$ cat config.mk
export PLATFORM = sky130hd
export DESIGN_NAME = text_console_ctrl
export DESIGN_NICKNAME = d
export VERILOG_FILES = /design/src/rtl/text_console_pkg.sv /design/src/rtl/text_console_ctrl_walker.sv /design/src/rtl/text_console_ctrl.sv
export SDC_FILE = /design/constraint.sdc
export NUM_CORES = 1
export LEC_CHECK = 0
export ABC_AREA = 1
export BUFFER_PORTS_ARGS = -buffer_cell sky130_fd_sc_hd__buf_2
export CAP_MARGIN = 15
export CORE_UTILIZATION = 30
export CTS_CLUSTER_DIAMETER = 150
export CTS_CLUSTER_SIZE = 10
export DETAILED_ROUTE_END_ITERATION = 8
export PLACE_DENSITY = 0.52
export RECOVER_POWER = 25
export SLEW_MARGIN = 40
export SYNTH_ARGS = -nofsm -noshare
export SYNTH_HDL_FRONTEND = slang
export SYNTH_SLANG_ARGS = --single-unit
$ cat constraint.sdc
create_clock -name clk -period 2.4 [get_ports clk]
set_input_delay 0.72 -clock clk [delete_from_list [all_inputs] [get_ports clk]]
set_output_delay 0.72 -clock clk [all_outputs]
set_load 0.1 [all_outputs]
$ cat src/rtl/text_console_pkg.sv
// Shared constants, state encoding and RAM request payload for the text console.
package text_console_pkg;

    // Screen geometry defaults and cursor/address widths
    localparam int unsigned COLS_DEF = 80;
    localparam int unsigned ROWS_DEF = 30;
    localparam int unsigned XW       = 7;
    localparam int unsigned YW       = 5;
    localparam int unsigned AW       = XW + YW;
    localparam int unsigned CW       = 7;

    // Control codes and the fill character
    localparam logic [7:0]    CODE_CR    = 8'h0D;
    localparam logic [7:0]    CODE_LF    = 8'h0A;
    localparam logic [7:0]    CODE_BS    = 8'h08;
    localparam logic [7:0]    CODE_FF    = 8'h0C;
    localparam logic [7:0]    PRINT_LO   = 8'h20;
    localparam logic [7:0]    PRINT_HI   = 8'h7E;
    localparam logic [CW-1:0] BLANK      = 7'h20;

    // Sequencer states
    typedef enum logic [2:0] {
        IDLE   = 3'd0,
        DECODE = 3'd1,
        WRITE  = 3'd2,
        SC_RD  = 3'd3,
        SC_WR  = 3'd4,
        SC_CLR = 3'd5,
        CLEAR  = 3'd6
    } state_t;

    // One tile RAM port-A access
    typedef struct packed {
        logic          we;
        logic [AW-1:0] addr;
        logic [CW-1:0] din;
    } ram_req_t;

    // Tile RAM address of cell (x,y)
    function automatic logic [AW-1:0] tile_addr(input logic [YW-1:0] y, input logic [XW-1:0] x);
        return {y, x};
    endfunction

endpackage

$ cat src/rtl/text_console_ctrl_walker.sv
// Row-major (x,y) cell counter shared by the scroll copy, scroll blank and full clear.
module tile_walker
    import text_console_pkg::*;
#(
    parameter int unsigned COLS = COLS_DEF,
    parameter int unsigned ROWS = ROWS_DEF
) (
    input  logic          clk,
    input  logic          rst_n,
    input  logic          load,
    input  logic          step,
    input  logic [YW-1:0] start_row,
    output logic [XW-1:0] x,
    output logic [YW-1:0] y,
    output logic          done_c
);

    localparam logic [XW-1:0] X_LAST = XW'(COLS - 1);
    localparam logic [YW-1:0] Y_LAST = YW'(ROWS - 1);

    // Position register: load has priority over step; last cell wraps to (0,0)
    always_ff @(posedge clk or negedge rst_n) begin
        if (!rst_n) begin
            x <= '0;
            y <= '0;
        end else if (load) begin
            x <= '0;
            y <= start_row;
        end else if (step) begin
            if (x == X_LAST) begin
                x <= '0;
                y <= done_c ? '0 : y + YW'(1);
            end else begin
                x <= x + XW'(1);
            end
        end
    end

    assign done_c = (x == X_LAST) && (y == Y_LAST);

endmodule

$ cat src/rtl/text_console_ctrl.sv
// Text console sequencer: UART bytes and pushbuttons to tile RAM port A with cursor, scroll and clear.
module text_console_ctrl
    import text_console_pkg::*;
#(
    parameter int unsigned COLS = COLS_DEF,
    parameter int unsigned ROWS = ROWS_DEF
) (
    input  logic          clk,
    input  logic          rst_n,
    input  logic [7:0]    rx_data,
    input  logic          rx_empty,
    output logic          rd_uart,
    input  logic          key_right,
    input  logic          key_down,
    output logic          ram_we,
    output logic [AW-1:0] ram_addr,
    output logic [CW-1:0] ram_din,
    input  logic [CW-1:0] ram_dout,
    output logic [XW-1:0] cur_x,
    output logic [YW-1:0] cur_y,
    output logic          busy
);

    localparam logic [XW-1:0] X_LAST = XW'(COLS - 1);
    localparam logic [YW-1:0] Y_LAST = YW'(ROWS - 1);

    state_t        state;
    state_t        state_nx;
    logic [7:0]    byte_q;
    logic [7:0]    byte_nx;
    logic          erase_q;
    logic          erase_nx;
    logic [XW-1:0] x_nx;
    logic [YW-1:0] y_nx;

    logic          wk_load;
    logic          wk_step;
    logic [YW-1:0] wk_start;
    logic [XW-1:0] wk_x;
    logic [YW-1:0] wk_y;
    logic [YW-1:0] wk_y_up;
    logic          wk_done_c;

    ram_req_t      req;

    tile_walker #(
        .COLS (COLS),
        .ROWS (ROWS)
    ) u_walker (
        .clk       (clk),
        .rst_n     (rst_n),
        .load      (wk_load),
        .step      (wk_step),
        .start_row (wk_start),
        .x         (wk_x),
        .y         (wk_y),
        .done_c    (wk_done_c)
    );

    // Destination row of a scroll copy is the row above the source
    assign wk_y_up = wk_y - YW'(1);

    // State, cursor and latched-byte registers
    always_ff @(posedge clk or negedge rst_n) begin
        if (!rst_n) begin
            state   <= IDLE;
            cur_x   <= '0;
            cur_y   <= '0;
            byte_q  <= '0;
            erase_q <= 1'b0;
        end else begin
            state   <= state_nx;
            cur_x   <= x_nx;
            cur_y   <= y_nx;
            byte_q  <= byte_nx;
            erase_q <= erase_nx;
        end
    end

    // Next state, cursor updates and walker control
    always_comb begin
        state_nx = state;
        x_nx     = cur_x;
        y_nx     = cur_y;
        byte_nx  = byte_q;
        erase_nx = erase_q;
        wk_load  = 1'b0;
        wk_step  = 1'b0;
        wk_start = '0;

        case (state)
            IDLE: begin
                if (key_right) begin
                    x_nx = (cur_x == X_LAST) ? '0 : cur_x + XW'(1);
                end else if (key_down) begin
                    y_nx = (cur_y == Y_LAST) ? '0 : cur_y + YW'(1);
                end else if (!rx_empty) begin
                    byte_nx  = rx_data;
                    erase_nx = 1'b0;
                    state_nx = DECODE;
                end
            end

            DECODE: begin
                state_nx = IDLE;
                if ((byte_q >= PRINT_LO) && (byte_q <= PRINT_HI)) begin
                    state_nx = WRITE;
                end else if (byte_q == CODE_CR) begin
                    x_nx = '0;
                end else if (byte_q == CODE_LF) begin
                    if (cur_y != Y_LAST) begin
                        y_nx = cur_y + YW'(1);
                    end else begin
                        wk_load  = 1'b1;
                        wk_start = YW'(1);
                        state_nx = SC_RD;
                    end
                end else if (byte_q == CODE_BS) begin
                    // Backspace reuses WRITE to blank the cell it steps back onto
                    if (cur_x != '0) begin
                        x_nx     = cur_x - XW'(1);
                        erase_nx = 1'b1;
                        state_nx = WRITE;
                    end
                end else if (byte_q == CODE_FF) begin
                    wk_load  = 1'b1;
                    wk_start = '0;
                    state_nx = CLEAR;
                end
            end

            WRITE: begin
                state_nx = IDLE;
                if (!erase_q) begin
                    if (cur_x != X_LAST) begin
                        x_nx = cur_x + XW'(1);
                    end else begin
                        x_nx = '0;
                        if (cur_y != Y_LAST) begin
                            y_nx = cur_y + YW'(1);
                        end else begin
                            wk_load  = 1'b1;
                            wk_start = YW'(1);
                            state_nx = SC_RD;
                        end
                    end
                end
            end

            SC_RD: begin
                state_nx = SC_WR;
            end

            SC_WR: begin
                if (wk_done_c) begin
                    wk_load  = 1'b1;
                    wk_start = Y_LAST;
                    state_nx = SC_CLR;
                end else begin
                    wk_step  = 1'b1;
                    state_nx = SC_RD;
                end
            end

            SC_CLR: begin
                if (wk_done_c) begin
                    state_nx = IDLE;
                end else begin
                    wk_step = 1'b1;
                end
            end

            CLEAR: begin
                if (wk_done_c) begin
                    x_nx     = '0;
                    y_nx     = '0;
                    state_nx = IDLE;
                end else begin
                    wk_step = 1'b1;
                end
            end

            default: begin
                state_nx = IDLE;
            end
        endcase
    end

    // Port-A request, FIFO pop and busy decoded from the registered state
    always_comb begin
        req     = '0;
        rd_uart = 1'b0;
        busy    = (state != IDLE);

        case (state)
            DECODE: begin
                rd_uart = 1'b1;
            end
            WRITE: begin
                req.we   = 1'b1;
                req.addr = tile_addr(cur_y, cur_x);
                req.din  = erase_q ? BLANK : byte_q[CW-1:0];
            end
            SC_RD: begin
                req.addr = tile_addr(wk_y, wk_x);
            end
            SC_WR: begin
                // Read data of the SC_RD cell arrives this cycle and goes straight back out
                req.we   = 1'b1;
                req.addr = tile_addr(wk_y_up, wk_x);
                req.din  = ram_dout;
            end
            SC_CLR, CLEAR: begin
                req.we   = 1'b1;
                req.addr = tile_addr(wk_y, wk_x);
                req.din  = BLANK;
            end
            default: begin
                req = '0;
            end
        endcase
    end

    assign ram_we   = req.we;
    assign ram_addr = req.addr;
    assign ram_din  = req.din;

endmodule

==> results.cfg, run 1 <==
[run_status]
status = finished with violations
violations = setup timing

[timing]
finalSetupViolations = 6
rsz0062_at_grt = yes
finalHoldViolations = 0
tightest_slew_ns = 0.934
max_freq_ghz = 0.415
fin_crit_ns = 2.41
slew_violations = 0
maxSlewHeadroom_pct = 37.7
finalWorstSetupSlack_ns = -0.0117
fin_crit_sh_pct = 100
fin_skew_ns = 0.00381

[cells_and_area]
n_antenna_cell = 0
drive_gt1_share_pct = 32.4
area_growth_pct = 39.4
num-nets-final = 528
fin_util_pct = 44.0

[routing]
via_per_inst = 4.67
vias = 2938
drc = 0
ant_nets = 0
drtPass1Iterations = 4
first_iter_violations = 98
finalWirelength_um = 8220
wl_per_cell_um = 13.1

[floorplan]
rows = 35
io_pins = 54
core_mm2 = 0.00942
start_util_pct = 31.5
die_w_um = 102
dieArea_mm2 = 0.0103
die_h_um = 102

[placed_design]
place_congestion = 0.843
io_buffer_count = 53
place_ws_ns = -0.00592
dp_hpwl_um = 6520

[worst_setup_path]
worstPathMaxFanout = 6
crit_family = buffers and inverters
max_stage_delay_ns = 0.46
crit_buf_inv = 4
crit_chain = inv_2, nand2_2, nor2_4, buf_6, nor2_4, buf_12, o22ai_4, buf_12
worst-endpoint-required_ns = 1.68
start_kind = register
endpoint_kind = output port
cp_data_arrival_time_ns = 1.69
path_class = register to output port
crit_path_top_delay_cell = dfrtp_2

[synthesis]
ys_seq_area_share_pct = 30.3
synth_edf_count = 0
syn_avg_cell_area_um2 = 6.84
synth_top_area_cell = dfrtp_1
synth_cells = 434
synthFlopType = dfrtp_1
synth_top_area_share_pct = 30.3
synth_cell_types = 35
yosys-top-cells-count = nand2_1 (136), inv_1 (42), dfrtp_1 (36)
synth_fp_nets = 463
post-synth-top-count-cell = nand2_1
synthArstFlopShare_pct = 100
synth.area.top_cells = dfrtp_1 (30%), nand2_1 (17%), inv_1 (5.3%)
ys_ff_latch = 36
synthesis.area_mm2 = 0.00297
yosys_warnings = 0

[clock_network]
clock-root-buffer = clkbuf_8
clock_path_buffers = 2
clk_latency_ns = 0.29
cts_tree = built
cts-buffers-inserted = 5
clkTransAtPathRegs_ns = 0.08
htreeDepth = 2
cts.sinks = 36
ctsHoldBuffers = 0

[power_and_ir_drop]
switching_share_pct = 60.2
ir_drop_mv = 0.696
intPower_uw = 2330
pwr-share-seq_pct = 18.8
p_leak_uw = 0.00201
power_uw = 5860
pwr-share-clk_pct = 7.7
power_density_mw_per_mm2 = 1420
switching_power_uw = 3530
comb_power_share_pct = 73.5

[grt]
use_met3_pct = 2.62
antenna_found_initial = 0
grt_pass1_wl_um = 14000
grt_busiest_layer = met2
use_met1_pct = 24.2
grt_pass1_vias = 2810
overflow = 0
grt_max_degree = 37
grt_usage_pct = 17.3
groute.layer.met2.usage_pct = 28.1

[flow_run]
maxCapViolCount = 0

[worst_hold_path]
hold_path.class = register to register
tightest hold or removal path: cells and delay by family, from the launching register on:
family | cells | cell delay (ns)
simple gates | 2 | 0.11
flops | 1 | 0.39
power groups by stage:
stage / Clock (uW) / Combinational [uW] / Sequential (uW)
global placement: 0 / 4160 / 1090
finish: 454 / 4310 / 1100
global route: 499 / 4640 / 1140
floorplan: 0 / 2670 / 1580
CTS: 475 / 4310 / 1090
detailed placement: 0 / 4180 / 1100
final timing paths:
check / from / end / slack (ns) / cells past startpoint
min: u_walker.y[4]$_DFFE_PN0P_ / u_walker.y[4]$_DFFE_PN0P_ / 0.53 / 2
max in group asynchronous: rst_n / cur_x[5]$_DFFE_PN0P_ / 1.11 / 2
max: state[1]$_DFFE_PN0P_ / ram_addr[0] / -0.01 / 8
max reg2reg: cur_y[1]$_DFFE_PN0P_ / u_walker.y[1]$_DFFE_PN0P_ / 0.47 / 11
min in group asynchronous: rst_n / u_walker.y[2]$_DFFE_PN0P_ / 0.65 / 2
min reg2reg: u_walker.y[4]$_DFFE_PN0P_ / u_walker.y[4]$_DFFE_PN0P_ / 0.53 / 2
cells by family after synthesis:
kind of cell	count (synthesis)	share of synthesized area (%)
AND/OR/NAND/NOR	236	38.2
AO/OA/AOI/OAI	70	13.4
buffers and inverters	65	8.93
flip-flops	36	30.3
XOR/XNOR	18	5.31
adder cells (fa/ha/maj)	9	3.79
state kept, by name, indices dropped and copies added, names as in the netlist:
signal and flops:
u_walker.x 7, state 3, cur_x 7, cur_y 5, byte_q 8, u_walker.y 5, erase_q 1
per-layer routing:
metal | vias to the layer above | routed length [um]
met5 | - | 0
met4 | 0 | 61
met3 | 4 | 239
met2 | 55 | 3880
met1 | 1342 | 4040
li1 | 1537 | -
layout by cell type (no fill, tap or decap), types with 17 or more instances in the layout:
master,count
nand2_1,129
inv_1,39
buf_2,33
nor2_1,31
nand3_1,26
dfrtp_1,22
buf_12,21
o21ai_0,19
o21ai_1,18
xor2_1,17
stage by stage:
| step | std cells | setup TNS (ns) | area [um2] | hold WS (ns) |
|---|---|---|---|---|
| 4_1_cts | 629 | -0.0298 | 4120 | 0.490 |
| 3_5_place_dp | 617 | -0.0206 | 3930 | 0.508 |
| 6_report | 629 | -0.0420 | 4140 | 0.529 |
| 5_1_grt | 629 | -0.911 | 4140 | 0.573 |
| 3_3_place_gp | 617 | 0 | 3930 | 0.513 |
| 2_1_floorplan | 434 | -0.382 | 3190 | 0.424 |
what timing repair did:
item / CTS / global route
pin swaps: 3 / 0
gates cloned: 0 / 0
gates resized for setup: 19 / 10
setup endpoints to repair: 19 / 20
setup buffers: 5 / 0
layout make-up:
type                            count  area (um2)
Clock buffer                        6        82.6
Tap cell                          129         161
Multi-Input combinational cell    333        2060
Inverter                           58         223
Clock inverter                      2        10.0
Timing Repair Buffer               65         684
Fill cell                         945        5270
Sequential cell                    36         918
(Power assumes the default switching activity.)
==> inputs of run 2 (changes only) <==
- RECOVER_POWER: 25 -> 50
==> results.cfg, run 2 (synthesis gave the netlist of run 1 again) <==
[clock_network]
clock-root-buffer = clkbuf_8
htreeDepth = 2
cts_tree = built
cts-buffers-inserted = 5
clock_path_buffers = 2
clk_latency_ns = 0.29
cts.sinks = 36
clkTransAtPathRegs_ns = 0.08
ctsHoldBuffers = 0

[grt]
grt_busiest_layer = met2
use_met3_pct = 2.62
grt_pass1_vias = 2810
overflow = 0
grt_pass1_wl_um = 14000
groute.layer.met2.usage_pct = 28.1
antenna_found_initial = 0
grt_usage_pct = 17.3
grt_max_degree = 37
use_met1_pct = 24.2

[timing]
finalHoldViolations = 0
rsz0062_at_grt = yes
maxSlewHeadroom_pct = 38.4
fin_crit_ns = 2.41
slew_violations = 0
tightest_slew_ns = 0.923
fin_crit_sh_pct = 100
finalWorstSetupSlack_ns = -0.0112
max_freq_ghz = 0.415
fin_skew_ns = 0.00488
finalSetupViolations = 6
hold_ws_ns = 0.529

[worst_setup_path]
r2r_cells = 11
worstPathMaxFanout = 6
worst-endpoint-required_ns = 1.68
path_class = register to output port
rrSetupSlack_ns = 0.47
cp-startpoint = state[1]$_DFFE_PN0P_
endpoint = ram_addr[0]
endpoint_kind = output port
rr_startpoint = cur_y[1]$_DFFE_PN0P_
cp_data_arrival_time_ns = 1.69
timing.rr.end = u_walker.y[1]$_DFFE_PN0P_
start_kind = register

[routing]
ant_nets = 0
drtPass1Iterations = 4
via_per_inst = 4.69
drc = 0
vias = 2947
finalWirelength_um = 8240
wl_per_cell_um = 13.1
first_iter_violations = 95

[power_and_ir_drop]
p_leak_uw = 0.00201
power_density_mw_per_mm2 = 1420
ir_drop_mv = 0.698

[cells_and_area]
area_growth_pct = 39.3
top_register = byte_q
largestRegisters = byte_q (8), cur_x (7), u_walker.x (7)
drive_gt1_share_pct = 32.2
fin_cells = 629
largest_reg_flops = 8
n_antenna_cell = 0
fin_util_pct = 44.0
num-nets-final = 528
final_common_cell = nand2_1
mostFrequentLayoutCells = nand2_1 (129), inv_1 (39), buf_2 (33)

[worst_hold_path]
hold_path.class = register to register
hold_path_depth = 2

[run_status]
violations = setup timing
status = finished with violations

[floorplan]
die_h_um = 102
io_pins = 54
core_mm2 = 0.00942
dieArea_mm2 = 0.0103
start_util_pct = 31.5
rows = 35
die_w_um = 102

[placed_design]
dp_hpwl_um = 6520
place_congestion = 0.843
dp_cells = 617
io_buffer_count = 53

[flow_run]
maxCapViolCount = 0
-- run 2: cell counts in the layout (fill, tap and decap cells not counted) --
No cell type changed its count.
-- run 2: report_power, final --
group	leakage, uW	switching [uW]	internal, uW	total [uW]
Sequential	0.000445	261	838	1100
Clock	0.0000510	226	229	456
Combinational	0.00151	3050	1270	4310
-- run 2: worst min-delay path by stage --
| stage | from | endpoint | slack, ns |
|---|---|---|---|
| after floorplan | rst_n | byte_q[0]$_DFFE_PN0P_ | 0.42 |
| after global placement | u_walker.y[4]$_DFFE_PN0P_ | u_walker.y[4]$_DFFE_PN0P_ | 0.51 |
| after detailed placement | u_walker.y[4]$_DFFE_PN0P_ | u_walker.y[4]$_DFFE_PN0P_ | 0.51 |
| after CTS | rst_n | u_walker.y[2]$_DFFE_PN0P_ | 0.49 |
| after global routing | u_walker.y[4]$_DFFE_PN0P_ | u_walker.y[4]$_DFFE_PN0P_ | 0.57 |
| final | u_walker.y[4]$_DFFE_PN0P_ | u_walker.y[4]$_DFFE_PN0P_ | 0.53 |
-- run 2: worst max-delay path: stages, from the launching register on --
cell and delay [ns]:
dfrtp_2 0.45, inv_2 0.08, nand2_2 0.07, nor2_4 0.17, buf_6 0.13, nor2_4 0.03
buf_12 0.15, o22ai_4 0.12, buf_12 0.19
-- run 2: final cells by class --
class | count | area, um2
inverters | 58 | 223
clock buffers | 6 | 82.6
clock inverters | 2 | 10.0
repair buffers | 65 | 684
flip-flops and latches | 36 | 918
well taps | 129 | 161
multi-input cells | 333 | 2060
fillers | 946 | 5280
-- run 2: routing by layer --
metal,share of wire (%),vias up
met1,49,1354
li1,-,1534
met5,0,-
met3,3.0,4
met4,0.75,0
met2,47,55
-- run 2: metrics by stage --
| step | setup TNS, ns | total power [uW] | worst slack, ns | area, um2 |
|---|---|---|---|---|
| final | -0.0389 | 5870 | -0.0112 | 4140 |
| after global routing | -0.910 | 6280 | -0.122 | 4140 |
| after CTS | -0.0298 | 5880 | -0.00750 | 4120 |
| after global placement | 0 | 5260 | 0.0290 | 3930 |
| after floorplan | -0.382 | 4260 | -0.191 | 3190 |
| after detailed placement | -0.0206 | 5280 | -0.00592 | 3930 |
-- run 2: what timing repair did --
| item | CTS | global route |
|---|---|---|
| resized for setup | 19 | 10 |
| pin swaps | 3 | 0 |
| endpoints found under the setup margin | 19 | 20 |
| buffers inserted | 5 | 0 |
